**src/rtl/sd_arb_pkg.sv**
```systemverilog
// Shared types and widths for the SD block-channel arbiter.
package sd_arb_pkg;

  localparam int LBA_W   = 32;
  localparam int BUF_AW  = 9;
  localparam int BUF_DW  = 8;
  localparam int TIMER_W = 24;

  typedef enum logic [1:0] {IDLE, WAIT, XFER, GAP} state_t;
  typedef enum logic {RD = 1'b0, WR = 1'b1} dir_t;

endpackage

```
**src/rtl/sd_arbiter_rr_pick.sv**
```systemverilog
// Combinational round-robin pick: first pending index after 'last', wrapping at N.
module rr_pick #(
  parameter  int N  = 2,
  localparam int IW = (N > 1) ? $clog2(N) : 1
) (
  input  logic [N-1:0]  pending,
  input  logic [IW-1:0] last,
  output logic [IW-1:0] idx,
  output logic          any
);

  logic [IW:0] cand;

  always_comb begin
    // NOTE: every output gets a default before the loop, otherwise paths with no hit infer latches.
    idx  = '0;
    any  = 1'b0;
    cand = '0;
    for (int k = 1; k <= N; k++) begin
      cand = {1'b0, last} + (IW+1)'(k);
      if (cand >= (IW+1)'(N)) cand = cand - (IW+1)'(N);
      if (!any && pending[cand[IW-1:0]]) begin
        idx = cand[IW-1:0];
        any = 1'b1;
      end
    end
  end

endmodule

```
**src/rtl/sd_arbiter.sv**
```systemverilog
// Round-robin share of one host SD block channel between NUM_REQ requesters,
// one transfer in flight, optional watchdog on the host ack.
module sd_arbiter
  import sd_arb_pkg::*;
#(
  parameter  int                 NUM_REQ = 2,
  parameter  logic [TIMER_W-1:0] TIMEOUT = 24'd0,
  localparam int                 IW      = (NUM_REQ > 1) ? $clog2(NUM_REQ) : 1
) (
  input  logic                       clk,
  input  logic                       reset_n,
  input  logic [LBA_W*NUM_REQ-1:0]   req_lba,
  input  logic [NUM_REQ-1:0]         req_rd,
  input  logic [NUM_REQ-1:0]         req_wr,
  output logic [NUM_REQ-1:0]         req_ack,
  output logic [NUM_REQ-1:0]         req_err,
  output logic [NUM_REQ-1:0]         req_buff_wr,
  input  logic [BUF_DW*NUM_REQ-1:0]  req_buff_din,
  output logic [BUF_AW-1:0]          req_buff_addr,
  output logic [BUF_DW-1:0]          req_buff_dout,
  output logic                       busy,
  output logic [LBA_W-1:0]           sd_lba,
  output logic                       sd_rd,
  output logic                       sd_wr,
  input  logic                       sd_ack,
  input  logic [BUF_AW-1:0]          sd_buff_addr,
  input  logic [BUF_DW-1:0]          sd_buff_dout,
  output logic [BUF_DW-1:0]          sd_buff_din,
  input  logic                       sd_buff_wr
);

  state_t             state;
  dir_t               dir;
  logic [IW-1:0]      grant;
  logic [IW-1:0]      last;
  logic [TIMER_W-1:0] timer;

  logic [IW-1:0]      pick;
  logic               any;
  logic [LBA_W-1:0]   pick_lba;
  logic               pick_rd;

  rr_pick #(.N(NUM_REQ)) u_pick (
    .pending (req_rd | req_wr),
    .last    (last),
    .idx     (pick),
    .any     (any)
  );

  // Per-requester routing is decoded from registered grant/state only.
  always_comb begin
    pick_lba    = '0;
    pick_rd     = 1'b0;
    sd_buff_din = '0;
    req_ack     = '0;
    req_buff_wr = '0;
    for (int i = 0; i < NUM_REQ; i++) begin
      if (pick == IW'(i)) begin
        pick_lba = req_lba[LBA_W*i +: LBA_W];
        pick_rd  = req_rd[i];
      end
      if (grant == IW'(i)) begin
        sd_buff_din    = req_buff_din[BUF_DW*i +: BUF_DW];
        req_ack[i]     = sd_ack && (state == XFER);
        req_buff_wr[i] = sd_buff_wr && (state == XFER);
      end
    end
  end

  assign req_buff_addr = sd_buff_addr;
  assign req_buff_dout = sd_buff_dout;
  assign busy          = (state != IDLE);

  always_ff @(posedge clk or negedge reset_n) begin
    if (!reset_n) begin
      state   <= IDLE;
      dir     <= RD;
      grant   <= '0;
      last    <= IW'(NUM_REQ - 1);
      timer   <= '0;
      sd_lba  <= '0;
      sd_rd   <= 1'b0;
      sd_wr   <= 1'b0;
      req_err <= '0;
    end else begin
      // NOTE: non-blocking everywhere here so every branch sees the pre-edge state.
      req_err <= '0;
      unique case (state)
        IDLE: if (any) begin
          grant  <= pick;
          sd_lba <= pick_lba;
          dir    <= pick_rd ? RD : WR;
          sd_rd  <= pick_rd;
          sd_wr  <= !pick_rd;
          timer  <= '0;
          state  <= WAIT;
        end
        WAIT: begin
          // A read+write request is served as read; its write stays pending.
          if (sd_ack) begin
            sd_rd <= 1'b0;
            sd_wr <= 1'b0;
            state <= XFER;
          end else if (TIMEOUT != '0 && timer == TIMEOUT - 1'b1) begin
            req_err <= NUM_REQ'(1) << grant;
            sd_rd   <= 1'b0;
            sd_wr   <= 1'b0;
            last    <= grant;
            state   <= IDLE;
          end else begin
            sd_rd <= (dir == RD);
            sd_wr <= (dir == WR);
            if (timer != '1) timer <= timer + 1'b1;
          end
        end
        XFER: if (!sd_ack) begin
          last  <= grant;
          state <= GAP;
        end
        // One dead cycle lets the requester see its ack fall and drop rd/wr.
        GAP:     state <= IDLE;
        default: state <= IDLE;
      endcase
    end
  end

endmodule

```
**config.mk**
```make
export PLATFORM = sky130hd
export DESIGN_NAME = sd_arbiter
export DESIGN_NICKNAME = d
export VERILOG_FILES = /design/src/rtl/sd_arb_pkg.sv /design/src/rtl/sd_arbiter_rr_pick.sv /design/src/rtl/sd_arbiter.sv
export SDC_FILE = /design/constraint.sdc
export NUM_CORES = 1
export LEC_CHECK = 0
export BUFFER_PORTS_ARGS = -buffer_cell sky130_fd_sc_hd__buf_4
export CORE_ASPECT_RATIO = 1.5
export CORE_UTILIZATION = 25
export CTS_CLUSTER_DIAMETER = 40
export DETAILED_ROUTE_END_ITERATION = 6
export SYNTH_ARGS = -nofsm -noshare
export SYNTH_HDL_FRONTEND = slang
export SYNTH_SLANG_ARGS = --single-unit
```
**constraint.sdc**
```tcl
create_clock -name clk -period 2.2 [get_ports clk]
set_input_delay 0.44 -clock clk [delete_from_list [all_inputs] [get_ports clk]]
set_output_delay 0.44 -clock clk [all_outputs]
set_load 0.02 [all_outputs]
```
**Word level (Yosys, flattened, before mapping)**

Cells that the tools add are included.

- $add $sub $neg: 4
- Reductions and logical operators: 12
- Bitwise logic cells: 3
- Order comparisons: 4
- Equality and inequality tests: 6
- Mux-type cells: 28

Operators by type and width:

| operator | number |
|---|---|
| 32-bit 2-to-1 mux | 1 |
| 1-bit 2-to-1 mux | 20 |
| 8-bit 2-to-1 mux | 1 |
| 2-bit case mux with 4 select lines | 1 |
| 2-bit 2-to-1 mux | 3 |
| 2-bit != test, second input constant | 3 |
| 2-bit AND reduction | 3 |
| 2-bit == test, second input constant | 2 |
| 2-bit greater-or-equal comparator, second input constant | 2 |
| 1-bit by 2-bit less-than comparator with 1-bit output, second input constant | 2 |
| 1-bit case mux with 2 select lines | 2 |
| 2-bit nonzero test | 2 |
| 1-bit logical AND | 3 |
| 3-bit AND reduction | 1 |
| 1-bit by 1-bit adder with 2-bit output, second input constant | 1 |
| 1-bit by 2-bit adder with 2-bit output, second input constant | 1 |
| 2-bit by 1-bit == test with 1-bit output, second input constant | 1 |
| 1-bit zero test | 2 |
| 2-bit zero test | 1 |
| 1-bit NOT | 2 |
| 2-bit bitwise OR | 1 |
| 1-bit subtractor, second input constant | 2 |

- Register bits: 39

**Depth between registers and ports, before layout**

Gate-level depths: netlist of the first run.

- Depth in word-level cells: 13
- Gate-level depth with buffers: 7
- Mapped depth without buffers: 6

**Modules after synthesis**

From an unflattened synthesis of the first run, not the netlist that was laid out.

- Cell total of the unflattened synthesis: 216
- Area total of the unflattened synthesis: 2208.4 sq um

By module, submodules not included:

| module | area each (sq um) | cells each | times used | seq. area each (sq um) |
|---|---|---|---|---|
| sd_arbiter | 2194.6 | 214 | 1 | 977.2 |
| rr_pick | 13.8 | 2 | 1 | 0.0 |

**Worst setup path after synthesis of the first run**

No wires, ideal clock.

- Kind: reg-to-output
- From: reg grant
- To: out sd_buff_din[3]
- Arrival: 1104 ps
- Setup slack: 656 ps
- Stages on the path, launching flop included: 3
- Path buffers: 1
- Cells stage by stage: dfrtp_1 > clkbuf_1 > mux2_2

- Word-level cells in the longest chain between the ends: 1

RTL lines:

| what | line | source |
|---|---|---|
| start: declaration | sd_arbiter.sv:34 | `logic [IW-1:0] grant;` |
| start signal: assignment | sd_arbiter.sv:90 | `grant <= pick;` |
| 8-bit 2-to-1 mux | sd_arbiter.sv:62 | `if (grant == IW'(i)) begin` |
| end: declaration | sd_arbiter.sv:28 | `output logic [BUF_DW-1:0] sd_buff_din,` |

No other way between the ends.

**Worst setup path after layout of the first run**

- From: reg grant
- To: out sd_buff_din[7]

Same word-level chain as after synthesis.

==> flow_summary.ini, run 1 <==
[clock_tree]
cts_resized = 0
clock_path_buffers = 2
post_cts_buffers = 0
clock_latency_ns = 0.27
numCtsBuffers = 5
cts_tree = yes
cts_root_buf = clkbuf_16
cts-htree-levels = 2
cts.clk_slew.worst_paths_ns = 0.06
cts.sinks = 39
cts_hold_buf = 0

[placed_design]
gp_congestion = 0.739
hpwl_um = 4310
portBuffers = 134
postPlaceCellArea_um2 = 3150

[synth]
synth_largest_area_cell = dfrtp_1
synth_seq_area_share = 0.441
syn_area_um2 = 2220
synthFlopType = dfrtp_1
ys_async_sr_fraction = 1.00
synth_edf_count = 0
yosysTopAreaCellShare = 0.429
netlist_top_cells_count = 38 x dfrtp_1, 36 x nand2_1, 32 x mux2i_1, 32 x o21ai_0, 23 x buf_4
synth-seq-cells = 39
yosysWarnings = 0
synthCells = 216
synth_cell_types = 31
yosys-top-cells-area = dfrtp_1 43%, mux2i_1 14%, buf_4 7.8%, o21ai_0 7.2%, nand2_1 6.1%
syn_avg_cell_area_um2 = 10.3
yosysMostFrequentCell = dfrtp_1

[drt]
wl_um = 5480
drt_iter0_drc = 45
drc_errors = 0
firstDrtPassIters = 4
ant_nets = 0
viasPerCell = 4.34
vias = 1904
avgRoutedWirePerCell_um = 12.5

[setup_path]
endpoint_kind = output port
critPathLaunchType = flop
required_ns = 1.76
critical_path_class = reg -> out
crit_chain = mux2_2 > buf_4
crit_fanout = 14
cp.arrival_ns = 1.50
cpMaxStageDelayCell = dfrtp_1
cpPeakStageDelay_ns = 0.65

[run]
maxCapViolCount = 0

[worst_hold_path]
hold_class = in -> async

[power_and_ir_drop]
power_density_nw_per_um2 = 1350
peakVddDrop_mv = 0.607
leakage_nw = 1.71

[die]
row_count = 41
fp.dieW_um = 78.9
dieArea_um2 = 9250
io_pins = 171
fp.dieH_um = 117
coreArea_um2 = 8520
initial_utilization = 0.260

[cells_and_area]
layout-drive-gt1-share = 0.494
final_design_area_no_fill_um2 = 3320
num_antenna_cells = 0
area_growth_pct = 50.0
fillers = 911
nets = 440

[global_routing]
antenna_found_initial = 0
grt_util_met1 = 0.114
grtUsageTotal = 0.119
first_global_vias = 1980
use_met2 = 0.229
top_usage_layer = met2
grt_pass1_wl_um = 8630
grt_max_degree = 69
grt_overflow = 0
met3_usage = 0.0265

[sta]
grt_setup_unrepaired = false
hold_viol_final = 0
finalMaxSlewViolations = 0
post-route-min-period_ns = 1.94
finClkSkew_ns = 0.00435
period_share = 0.881
fmax_mhz = 516
finalSetupViolations = 0
setup_tns_ns = 0

[status]
status = completed
==> worst paths after layout <==
check	from	endpoint	slack [ns]	cells after the start
setup / recovery	grant	sd_buff_din[7]	0.26	2
max in group asynchronous	reset_n	last	1.72	1
hold / removal	reset_n	state[1]	0.11	1
hold reg to reg	sd_lba[22]	sd_lba[22]	0.48	2
min in group clk	req_lba[45]	sd_lba[13]	0.44	3
setup reg to reg	last	sd_lba[5]	0.61	5
==> sequential cells by signal, indices dropped and copies added (netlist names) <==
name and cells:
dir 1, grant 1, last 1, sd_lba 32, sd_rd 1, sd_wr 1, state 2
==> metrics by stage <==
stage | hold slack, ns | worst slack (ns) | power, mW | utilization | cells
after floorplan | 0.144 | 0.656 | 2.91 | - | 217
after global placement | 0.445 | 0.531 | 3.66 | 0.370 | 431
after detailed placement | 0.454 | 0.473 | 3.73 | 0.370 | 431
after CTS | 0.152 | 0.220 | 4.59 | 0.390 | 439
after global routing | 0.171 | 0.173 | 4.81 | 0.390 | 439
final | 0.115 | 0.261 | 4.49 | 0.390 | 439
==> layer usage <==
metal  part of all wire  wire length [um]  vias up
met5                  0                 0        -
met4              0.028               155        0
met3              0.069               376       18
met2               0.54              2970       90
met1               0.36              1980      853
li1                   -                 -      943
==> area by class of cell <==
| type | instances | area [um^2] | area share |
|---|---|---|---|
| repair buffers | 137 | 1040 | 0.313 |
| well taps | 107 | 134 | 0.0403 |
| clock buffers | 6 | 139 | 0.0418 |
| inverters | 4 | 15.0 | 0.00452 |
| clock inverters | 2 | 35.0 | 0.0105 |
| flip-flops and latches | 39 | 977 | 0.294 |
| multi-input cells | 144 | 983 | 0.296 |
==> critical path: cells and delay by family (launching register included) <==
kind	cells	cell delay (ns)
buffers and inverters	1	0.16
flip-flops	1	0.65
multiplexers	1	0.41
==> placed cells by master (no fill, tap or decap), drive strengths merged, types with 3 or more instances in the layout <==
cell / instances
mux2i: 32
dfrtp: 38
nor2: 5
clkbuf: 6
ha: 4
o21ai: 36
nand2: 36
mux2: 10
inv: 4
a21oi: 3
buf: 137
==> kinds of logic after synthesis <==
kind of cell    share of synthesized area
compound gates                      0.109
fa+ha+maj                          0.0226
buf+inv                             0.120
flops                               0.441
mux                                 0.195
other cells                       0.00169
simple gates                        0.110
==> power breakdown <==
| part | internal [mW] | switching, mW |
|---|---|---|
| Sequential | 1.09 | 0.223 |
| Combinational | 1.07 | 1.28 |
| Clock | 0.564 | 0.273 |
| Total | 2.71 | 1.78 |
Power figures use the tool's default switching activity.
==> run 2: changes to the inputs <==
--- a/config.mk
+++ b/config.mk
@@ -10,6 +10,7 @@
 export CORE_UTILIZATION = 25
 export CTS_CLUSTER_DIAMETER = 40
 export DETAILED_ROUTE_END_ITERATION = 6
+export RECOVER_POWER = 50
 export SYNTH_ARGS = -nofsm -noshare
 export SYNTH_HDL_FRONTEND = slang
 export SYNTH_SLANG_ARGS = --single-unit
==> flow_summary.ini, run 2 (synthesis gave the netlist of run 1 again) <==
[status]
status = completed

[cells_and_area]
reg_top3 = sd_lba (32), state (2)
layout-drive-gt1-share = 0.449
multi_input_area_um2 = 983
final_cell_mix = 120 x buf_4, 38 x dfrtp_1, 36 x nand2_1
final_design_area_no_fill_um2 = 3270
num_antenna_cells = 0
largest_register_ffs = 32
area_growth_pct = 47.4
largest_register = sd_lba
seqCellArea_um2 = 977
fillers = 922
final_common_cell = buf_4
nets = 440

[global_routing]
met3_usage = 0.0265
grt_max_degree = 69
top_usage_layer = met2
grt_overflow = 0
use_met2 = 0.229
antenna_found_initial = 0
grt_pass1_wl_um = 8630
grt_util_met1 = 0.114
first_global_vias = 1980
grtUsageTotal = 0.119

[drt]
ant_nets = 0
wl_um = 5490
vias = 1900
drt_iter0_drc = 39
firstDrtPassIters = 4
avgRoutedWirePerCell_um = 12.5
drc_errors = 0
viasPerCell = 4.33

[die]
io_pins = 171
fp.dieH_um = 117
row_count = 41
initial_utilization = 0.260
coreArea_um2 = 8520
fp.dieW_um = 78.9
dieArea_um2 = 9250

[clock_tree]
clock_path_buffers = 2
clock_latency_ns = 0.27
numCtsBuffers = 5
cts.sinks = 39
cts-htree-levels = 2
cts_root_buf = clkbuf_16
cts_resized = 0
cts_tree = yes
cts.clk_slew.worst_paths_ns = 0.06
post_cts_buffers = 0
cts_hold_buf = 0

[power_and_ir_drop]
total_power_mw = 4.38
peakVddDrop_mv = 0.606
power_density_nw_per_um2 = 1340
leakage_nw = 1.65

[setup_path]
crit_fanout = 14
r2r_start = last
r2r-end = sd_lba[5]
critical_path_class = reg -> out
endpoint_kind = output port
reg2reg_slack_ns = 0.61
critPathLaunchType = flop
ff2ff_path_depth = 5
cp.arrival_ns = 1.50
required_ns = 1.76

[worst_hold_path]
hold_class = in -> async

[sta]
hold_viol_final = 0
hold_ws_ns = 0.311
finClkSkew_ns = 0.00425
post-route-min-period_ns = 1.94
fmax_mhz = 516
grt_setup_unrepaired = false
tightest_slew_ns = 0.969
relSlewSlack = 0.354
finalSetupViolations = 0
setup_tns_ns = 0
period_share = 0.881
finalMaxSlewViolations = 0

[run]
maxCapViolCount = 0

[placed_design]
gp_congestion = 0.739
hpwl_um = 4310
portBuffers = 134
postPlaceCellArea_um2 = 3150
run 2: cell count changes in the layout (fill, tap and decap cells not counted):
cell	delta
clkbuf_2	+1
clkbuf_1	+15
buf_4	-16
run 2: how the worst max path moves through the flow:
stage	start	endpoint	cells past startpoint
6_report	grant	sd_buff_din[7]	2
5_1_grt	grant	sd_buff_din[7]	2
4_1_cts	grant	sd_buff_din[7]	2
3_5_place_dp	req_wr[1]	dir	6
3_3_place_gp	req_wr[1]	dir	6
2_1_floorplan	grant	sd_buff_din[3]	2
run 2: stage by stage:
stage	util	instances	setup slack [ns]
2_1_floorplan	-	217	0.656
3_3_place_gp	0.370	431	0.531
3_5_place_dp	0.370	431	0.473
4_1_cts	0.390	439	0.220
5_1_grt	0.383	439	0.173
6_report	0.383	439	0.261
run 2: critical path, cell delays in order (launching register included):
cell and delay (ns):
dfrtp_1 0.65, mux2_2 0.41, buf_4 0.16
run 2: area by class of cell:
cell class                 count  share of cell area
multi-input combinational    144               0.301
tap                          107              0.0410
clock inverter                 2              0.0107
timing repair buffer         137               0.301
inverter                       4             0.00460
clock buffer                   6              0.0425
sequential                    39               0.299
run 2: per-layer routing:
layer / wire (um) / vias to the layer above
met5: 0 / -
met4: 155 / 0
met3: 374 / 18
met2: 2960 / 90
met1: 2000 / 849
li1: - / 943
run 2: where the power goes:
part	total, mW	switching (mW)	internal, mW
sequential	1.30	0.219	1.09
clock	0.836	0.272	0.563
combinational	2.24	1.29	0.955
total	4.38	1.78	2.60
==> run 3: changes to the inputs <==
--- a/config.mk
+++ b/config.mk
@@ -7,9 +7,10 @@
 export LEC_CHECK = 0
 export BUFFER_PORTS_ARGS = -buffer_cell sky130_fd_sc_hd__buf_4
 export CORE_ASPECT_RATIO = 1.5
-export CORE_UTILIZATION = 25
+export CORE_UTILIZATION = 43
 export CTS_CLUSTER_DIAMETER = 40
 export DETAILED_ROUTE_END_ITERATION = 6
+export PLACE_DENSITY = 0.86
 export RECOVER_POWER = 50
 export SYNTH_ARGS = -nofsm -noshare
 export SYNTH_HDL_FRONTEND = slang
==> flow_summary.ini, run 3 (synthesis gave the netlist of run 1 again) <==
[cells_and_area]
area_growth_pct = 40.9
final_common_cell = buf_4
nets = 440
layout-drive-gt1-share = 0.443
largest_register = sd_lba
num_antenna_cells = 0
largest_register_ffs = 32
final_cell_mix = 120 x buf_4, 38 x dfrtp_1, 36 x nand2_1
fillers = 456
reg_top3 = sd_lba (32), state (2)

[clock_tree]
cts_root_buf = clkbuf_8
cts_hold_buf = 0
clock_latency_ns = 0.28
cts.sinks = 39
cts-htree-levels = 2
clock_path_buffers = 2
numCtsBuffers = 5
cts_resized = 0
post_cts_buffers = 0
cts_tree = yes
cts.clk_slew.worst_paths_ns = 0.07

[global_routing]
first_global_vias = 1924
grt_max_degree = 40
grtUsageTotal = 0.192
antenna_found_initial = 0
grt_pass1_wl_um = 8000
grt_overflow = 0

[setup_path]
critPathLaunchType = flop
r2r_start = last
crit_fanout = 14
ff2ff_path_depth = 5
endpoint_kind = output port
critical_path_class = reg -> out
required_ns = 1.76
r2r-end = sd_lba[19]
reg2reg_slack_ns = 0.48
cp.arrival_ns = 1.48

[power_and_ir_drop]
peakVddDrop_mv = 0.842
comb_power_share = 0.561
p_sw_frac = 0.431
p_seq_frac = 0.325
internal_power_mw = 2.27
power_density_nw_per_um2 = 1280
leakage_nw = 1.61
power.share.clock = 0.114
switching_power_mw = 1.71
total_power_mw = 3.98

[sta]
fmax_mhz = 522
setup_tns_ns = 0
relSlewSlack = 0.347
tightest_slew_ns = 0.979
finalMaxSlewViolations = 0
finClkSkew_ns = 0.00523
post-route-min-period_ns = 1.92
grt_setup_unrepaired = false
hold_ws_ns = 0.313
hold_viol_final = 0
period_share = 0.871
finalSetupViolations = 0

[placed_design]
gp_congestion = 0.750
hpwl_um = 4000
portBuffers = 134

[drt]
viasPerCell = 4.82
vias = 1920
avgRoutedWirePerCell_um = 12.7
ant_nets = 0
drc_errors = 0
firstDrtPassIters = 4
drt_iter0_drc = 50
wl_um = 5070

[die]
fp.dieH_um = 89.9
row_count = 31
coreArea_um2 = 4890
fp.dieW_um = 60.6
io_pins = 171
initial_utilization = 0.453
dieArea_um2 = 5450

[worst_hold_path]
hold_class = in -> async

[status]
status = completed

[run]
maxCapViolCount = 0
[run 3: cell count changes in the layout (fill, tap and decap cells not counted), sizes merged]
| cell | delta |
|---|---|
| clkbuf | +1 |
| bufinv | -1 |
[run 3: power by group through the flow]
| stage | clock network (mW) | registers [mW] | logic (mW) |
|---|---|---|---|
| after floorplan | 0 | 1.64 | 1.26 |
| after detailed placement | 0 | 1.32 | 2.37 |
| final | 0.455 | 1.29 | 2.23 |
| after CTS | 0.476 | 1.30 | 2.37 |
| after global placement | 0 | 1.30 | 2.32 |
| after global routing | 0.507 | 1.35 | 2.44 |
[run 3: metal layers]
metal	wire length, um	global-route usage	part of all wire	up-vias
li1	-	-	-	946
met1	1790	0.193	0.35	861
met2	2710	0.353	0.54	96
met3	449	0.0417	0.089	17
met4	112	0.0852	0.022	0
met5	0	0	0	-
[run 3: cell type report]
class | count | area, um^2 | area share
tap | 66 | 82.6 | 0.0265
timing repair buffer | 137 | 982 | 0.315
inverter | 4 | 15.0 | 0.00481
multi-input combinational | 144 | 983 | 0.315
sequential | 39 | 977 | 0.313
clock buffer | 7 | 76.3 | 0.0244
clock inverter | 1 | 5.00 | 0.00160
[run 3: stage by stage]
stage,instance area (um^2),util,instances,setup WS [ns]
finish,3120,0.639,398,0.284
global route,3120,0.639,398,0.195
CTS,3180,0.651,398,0.250
detailed placement,3100,0.634,390,0.407
global placement,3100,0.634,390,0.441
floorplan,2220,-,217,0.656
[run 3: critical path: stages (launching register included)]
cell and delay, ns:
dfrtp_1 0.64, mux2_2 0.40, buf_4 0.16
[run 3: worst max path at each step]
stage | start | to | slack [ns] | cells past startpoint
CTS | grant | sd_buff_din[1] | 0.25 | 2
global route | state[0] | req_ack[0] | 0.20 | 5
finish | grant | sd_buff_din[1] | 0.28 | 2
floorplan | grant | sd_buff_din[3] | 0.66 | 2
detailed placement | req_wr[1] | sd_lba[8] | 0.41 | 5
global placement | req_wr[1] | sd_lba[7] | 0.44 | 5
